[config.mk]
export PLATFORM = sky130hd
export DESIGN_NAME = serial_frame_tx
export DESIGN_NICKNAME = d
export VERILOG_FILES = /design/src/rtl/serial_pkg.sv /design/src/rtl/serial_frame_tx_piso_shift_reg.sv /design/src/rtl/serial_frame_tx.sv
export SDC_FILE = /design/constraint.sdc
export NUM_CORES = 1
export LEC_CHECK = 0
export ABC_AREA = 1
export CORE_MARGIN = 3
export CORE_UTILIZATION = 48
export CTS_CLUSTER_SIZE = 24
export DETAILED_ROUTE_END_ITERATION = 7
export PLACE_DENSITY = 0.81
export RECOVER_POWER = 50
export SLEW_MARGIN = 25
export SYNTH_ARGS = -nofsm -noshare
export SYNTH_HDL_FRONTEND = slang
export SYNTH_HIERARCHICAL = 1
export SYNTH_SLANG_ARGS = --single-unit
[constraint.sdc]
create_clock -name clk -period 2.15 [get_ports clk]
set_input_delay 0.5375 -clock clk [delete_from_list [all_inputs] [get_ports clk]]
set_output_delay 0.5375 -clock clk [all_outputs]
set_load 0.01 [all_outputs]
[src/rtl/serial_pkg.sv]
// Shared types and constants for the serial frame transmitter.
// Optional feature: define SERIAL_FRAME_TX_PARITY_EN to append an even-parity bit to every frame.
package serial_pkg;

`ifdef SERIAL_FRAME_TX_PARITY_EN
  localparam int PAR_BITS = 1;
`else
  localparam int PAR_BITS = 0;
`endif

  typedef enum logic [1:0] {IDLE, SHIFT, PARITY} tx_state_t;

  // Number of bit times one frame occupies on the serial line.
  function automatic int frame_len(input int width);
    return width + PAR_BITS;
  endfunction

endpackage

[src/rtl/serial_frame_tx_piso_shift_reg.sv]
// WIDTH-bit parallel-load / serial-shift register. Zero-fills on shift and exposes
// the bit that will sit at the output end after this cycle's load or shift.
module piso_shift_reg #(
  parameter int WIDTH     = 8,
  parameter int MSB_FIRST = 1
) (
  input  logic             clk,
  input  logic             reset,
  input  logic             load,
  input  logic             shift,
  input  logic [WIDTH-1:0] data_in,
  output logic             head_next
);

  logic [WIDTH-1:0] sreg_q;
  logic [WIDTH-1:0] sreg_d;

  // Next register contents: load wins over shift, otherwise hold.
  always_comb begin
    // NOTE: assign every always_comb output a default first so no path leaves it unassigned (no latch).
    sreg_d = sreg_q;
    if (load) begin
      sreg_d = data_in;
    end else if (shift) begin
      sreg_d = (MSB_FIRST != 0) ? {sreg_q[WIDTH-2:0], 1'b0} : {1'b0, sreg_q[WIDTH-1:1]};
    end
    head_next = (MSB_FIRST != 0) ? sreg_d[WIDTH-1] : sreg_d[0];
  end

  // Shift register storage.
  always_ff @(posedge clk) begin
    // NOTE: the data register is cleared on reset so no stale word is ever observable after a reset.
    if (reset) begin
      sreg_q <= '0;
    end else begin
      // NOTE: sequential state uses non-blocking assignments so all flops update together at the edge.
      sreg_q <= sreg_d;
    end
  end

endmodule

[src/rtl/serial_frame_tx.sv]
// Parallel-to-serial frame transmitter: accepts a word over valid/ready and sends it
// one bit per clk on x_out, back-to-back words without idle gaps.
// Optional feature: define SERIAL_FRAME_TX_PARITY_EN to append an even-parity bit.
import serial_pkg::*;

module serial_frame_tx #(
  parameter int WIDTH     = 8,
  parameter int MSB_FIRST = 1
) (
  input  logic             clk,
  input  logic             reset,
  input  logic [WIDTH-1:0] data_in,
  input  logic             load_valid,
  output logic             load_ready,
  output logic             x_out,
  output logic             bit_valid,
  output logic             busy,
  output logic             frame_done
);

  localparam int FLEN  = frame_len(WIDTH);
  localparam int CNT_W = $clog2(WIDTH + 1);
  localparam logic [CNT_W-1:0] LAST_CNT = CNT_W'(FLEN - 1);
  localparam logic [CNT_W-1:0] LAST_DATA_CNT = CNT_W'(WIDTH - 1);

  tx_state_t        state_q, state_d;
  logic [CNT_W-1:0] cnt_q, cnt_d;
  logic             x_q, x_d;
  logic             last_bit;
  logic             accept;
  logic             shift_sr;
  logic             head_next;
  logic             par_bit;

  piso_shift_reg #(
    .WIDTH     (WIDTH),
    .MSB_FIRST (MSB_FIRST)
  ) u_sreg (
    .clk       (clk),
    .reset     (reset),
    .load      (accept),
    .shift     (shift_sr),
    .data_in   (data_in),
    .head_next (head_next)
  );

`ifdef SERIAL_FRAME_TX_PARITY_EN
  logic par_q;

  // Capture the even parity of each word as it is accepted.
  always_ff @(posedge clk) begin
    if (reset) begin
      par_q <= 1'b0;
    end else if (accept) begin
      par_q <= ^data_in;
    end
  end

  assign par_bit = par_q;
`else
  assign par_bit = 1'b0;
`endif

  // Handshake, next state, bit counter and next serial bit.
  always_comb begin
    state_d  = state_q;
    cnt_d    = cnt_q;
    last_bit = (state_q != IDLE) && (cnt_q == LAST_CNT);
    load_ready = !reset && ((state_q == IDLE) || last_bit);
    accept   = load_valid && load_ready;
    shift_sr = (state_q == SHIFT);

    case (state_q)
      IDLE: begin
        if (accept) begin
          state_d = SHIFT;
          cnt_d   = '0;
        end
      end
      SHIFT: begin
        if (cnt_q == LAST_DATA_CNT) begin
`ifdef SERIAL_FRAME_TX_PARITY_EN
          state_d = PARITY;
          cnt_d   = cnt_q + 1'b1;
`else
          state_d = accept ? SHIFT : IDLE;
          cnt_d   = '0;
`endif
        end else begin
          cnt_d = cnt_q + 1'b1;
        end
      end
      PARITY: begin
        state_d = accept ? SHIFT : IDLE;
        cnt_d   = '0;
      end
      default: begin
        state_d = IDLE;
        cnt_d   = '0;
      end
    endcase

    case (state_d)
      SHIFT:   x_d = head_next;
      PARITY:  x_d = par_bit;
      default: x_d = 1'b0;
    endcase
  end

  // State, counter and registered serial output.
  always_ff @(posedge clk) begin
    if (reset) begin
      state_q <= IDLE;
      cnt_q   <= '0;
      x_q     <= 1'b0;
    end else begin
      state_q <= state_d;
      cnt_q   <= cnt_d;
      x_q     <= x_d;
    end
  end

  assign x_out      = x_q;
  assign bit_valid  = (state_q != IDLE);
  assign busy       = (state_q != IDLE);
  assign frame_done = last_bit;

endmodule

==> results.tsv <==
metric	value	unit
critical_path.max_fanout	2	
power.density	579	nW/um2
diodes	0	
vias_per_cell	5.02	
die-area	2150	um2
die_h	46.4	um
postCtsHoldBufs	0	
hp-class	reg2reg	
clk_path_buf_depth	2	
clock_latency	0.29	ns
syn_area_per_cell	6.87	um2
fin_skew	0.00827	ns
ant_nets	0	
drtIter0Drc	14	
worst_path_max_delay_cell	dlygate4sd3_1	
power_leakage	0.471	nW
cts_buffers	3	
cp_cell_sequence	dlygate4sd3_1, a21oi_1, dlygate4sd2_1	
firstDrtPassIters	4	
holdWs	0.467	ns
timing.rr.end	u_sreg/sreg_q[1]	
cp-end-kind	output pin	
dieWidth	46.4	um
grt_pass1_wl	2.66	mm
rsz0062_at_grt	no	
synth-seq-area-share	38.3	%
cp.required	1.61	ns
grt_max_degree	13	
tns	0	ns
cts_sinks	15	
hold_viol	0	
synth.distinct_cells	22	
coreArea	1420	um2
grt.overflow.total	0	
synthCells	114	
drv_slew	0	
final_area	953	um2
wirelength	1.62	mm
layout.nets	145	
cp-start-kind	input pin	
area_delta_synth_final	21.7	%
cts_root_buf	clkbuf_4	
reg2reg_from	cnt_q[0]	
fin_crit	2.02	ns
hp-start	u_sreg/sreg_q[0]	
ff2ff_path_depth	11	
setup_viol	0	
critPathArrivalTime	1.48	ns
initial_utilization	55.3	%
place_area	937	um2
portBuffers	15	
antenna_found_initial	0	
routabilityCongestion	0.782	
timing.max_cap.violations	0	
layout-drive-gt1-share	13.6	%
path_buf_inv	2	
fp-row-count	13	
syn_nets	126	
via_count	738	
status	completed	
r2r_setup_slack	0.47	ns
place_ws	-0.0179	ns
grt_pass1_vias	656	
io_pins	16	
fin_crit_sh	93.7	%
fmax	0.496	GHz
drcViolationCount	0	
clkTransAtPathRegs	0.08	ns
place_hpwl	1.22	mm
ir_drop	0.442	mV
ys.warnings.count	6	
total_power	0.552	mW
synthesis.area	783	um2
grt_use_total	17.8	%
crit_type	in2out	
crit_family	buffers and inverters	
post-cts-setup-buffers	0	
synth-seq-cells	15	
wire_per_inst	11.0	um
cts_tree	done	
max_stage_delay	0.55	ns
timing.final.ws_setup	0.134	ns
min_path_cells	2	
hold_path_end	u_sreg/sreg_q[0]	
htree_levels	1	
==> repair_timing <==
item | in CTS | in global routing
resized for setup | 5 | 0
endpoints found under the hold margin | 0 | 0
endpoints found under the setup margin | 2 | 0
==> Yosys cell counts, drive strengths merged <==
| library cell | count | area, um2 |
|---|---|---|
| inv | 21 | 81.3 |
| nand3 | 16 | 97.6 |
| buf | 3 | 30.0 |
| or2 | 1 | 6.26 |
| dfxtp | 15 | 300 |
| conb | 1 | 3.75 |
| a21oi | 4 | 20.0 |
| nor2 | 12 | 60.1 |
| nand2 | 34 | 135 |
| nand4 | 1 | 6.26 |
| o21ai | 3 | 15.0 |
| a22oi | 2 | 15.0 |
| ha | 1 | 12.5 |
==> metal layers <==
| metal | GRT usage (%) | part of all wire, % | vias to the layer above |
|---|---|---|---|
| li1 | - | - | 385 |
| met1 | 20.2 | 46 | 331 |
| met2 | 27.7 | 47 | 16 |
| met3 | 7.42 | 4.1 | 6 |
| met4 | 10.2 | 2.3 | 0 |
| met5 | 0 | 0 | - |
==> cell usage in the layout, fill, tap and decap left out, types with 2 or more instances in the layout <==
cell type and n:
o21ai_0 3, clkdlybuf4s50_1 11, inv_1 17, clkbuf_4 3, nor2_2 4, dfxtp_2 2
buf_4 2, dfxtp_1 13, nand3_1 15, nor2_1 8, a22oi_1 2, dlygate4sd2_1 2
dlygate4sd3_1 2, nand2_2 2, nand2_1 32, a21oi_1 4, inv_2 2
==> worst register-to-register path, stage by stage (launching register included) <==
cell	delay, ns
dfxtp_2	0.36
ha_2	0.22
nand3_4	0.12
nand2_2	0.06
nand3_1	0.10
inv_1	0.09
buf_4	0.17
nor2_2	0.24
nand2_1	0.10
nand3_1	0.09
nand2_1	0.05
inv_1	0.05
==> flip-flops by register name, summed over array words and instances (netlist names) <==
register and flops:
x_out 1, state_q 2, cnt_q 4, u_sreg/sreg_q 8
==> where the power goes <==
| group | leakage, nW | internal (mW) | switching [mW] |
|---|---|---|---|
| sequential | 0.123 | 0.289 | 0.00859 |
| combinational | 0.333 | 0.0435 | 0.0479 |
| clock | 0.0150 | 0.0721 | 0.0907 |
==> kinds of logic (layout without fill, tap and decap cells) <==
kind of cell / count (synthesis) / in the layout / synth area share [%]
buf+inv: 24 / 42 / 14.2
fa+ha+maj: 1 / 1 / 1.60
other cells: 1 / 1 / 0.479
compound gates: 9 / 9 / 6.39
flops: 15 / 15 / 38.3
simple gates: 64 / 64 / 39.0
==> layout make-up <==
| type | count | area (um2) |
|---|---|---|
| multi-input combinational | 75 | 362 |
| timing repair buffer | 17 | 163 |
| clock buffer | 4 | 26.3 |
| tap | 15 | 18.8 |
| inverter | 21 | 81.3 |
| sequential | 15 | 303 |
| fill | 118 | 462 |
==> stage by stage <==
step                      utilization (%)  cells
after detailed placement             66.2    143
after CTS                            68.3    147
after floorplan                         -    114
after global routing                 67.4    147
final                                67.4    147
after global placement               66.2    143
==> how the worst max path moves through the flow <==
| stage | start | endpoint | slack [ns] | cells after the start |
|---|---|---|---|---|
| 2_1_floorplan | cnt_q[0] | x_out | 0.58 | 12 |
| 3_3_place_gp | reset | load_ready | -0.004 | 3 |
| 3_5_place_dp | reset | load_ready | -0.02 | 3 |
| 4_1_cts | cnt_q[0] | load_ready | 0.16 | 4 |
| 5_1_grt | cnt_q[0] | load_ready | 0.07 | 4 |
| 6_report | reset | load_ready | 0.13 | 3 |
Note: power is estimated with default switching activity, not from simulation.
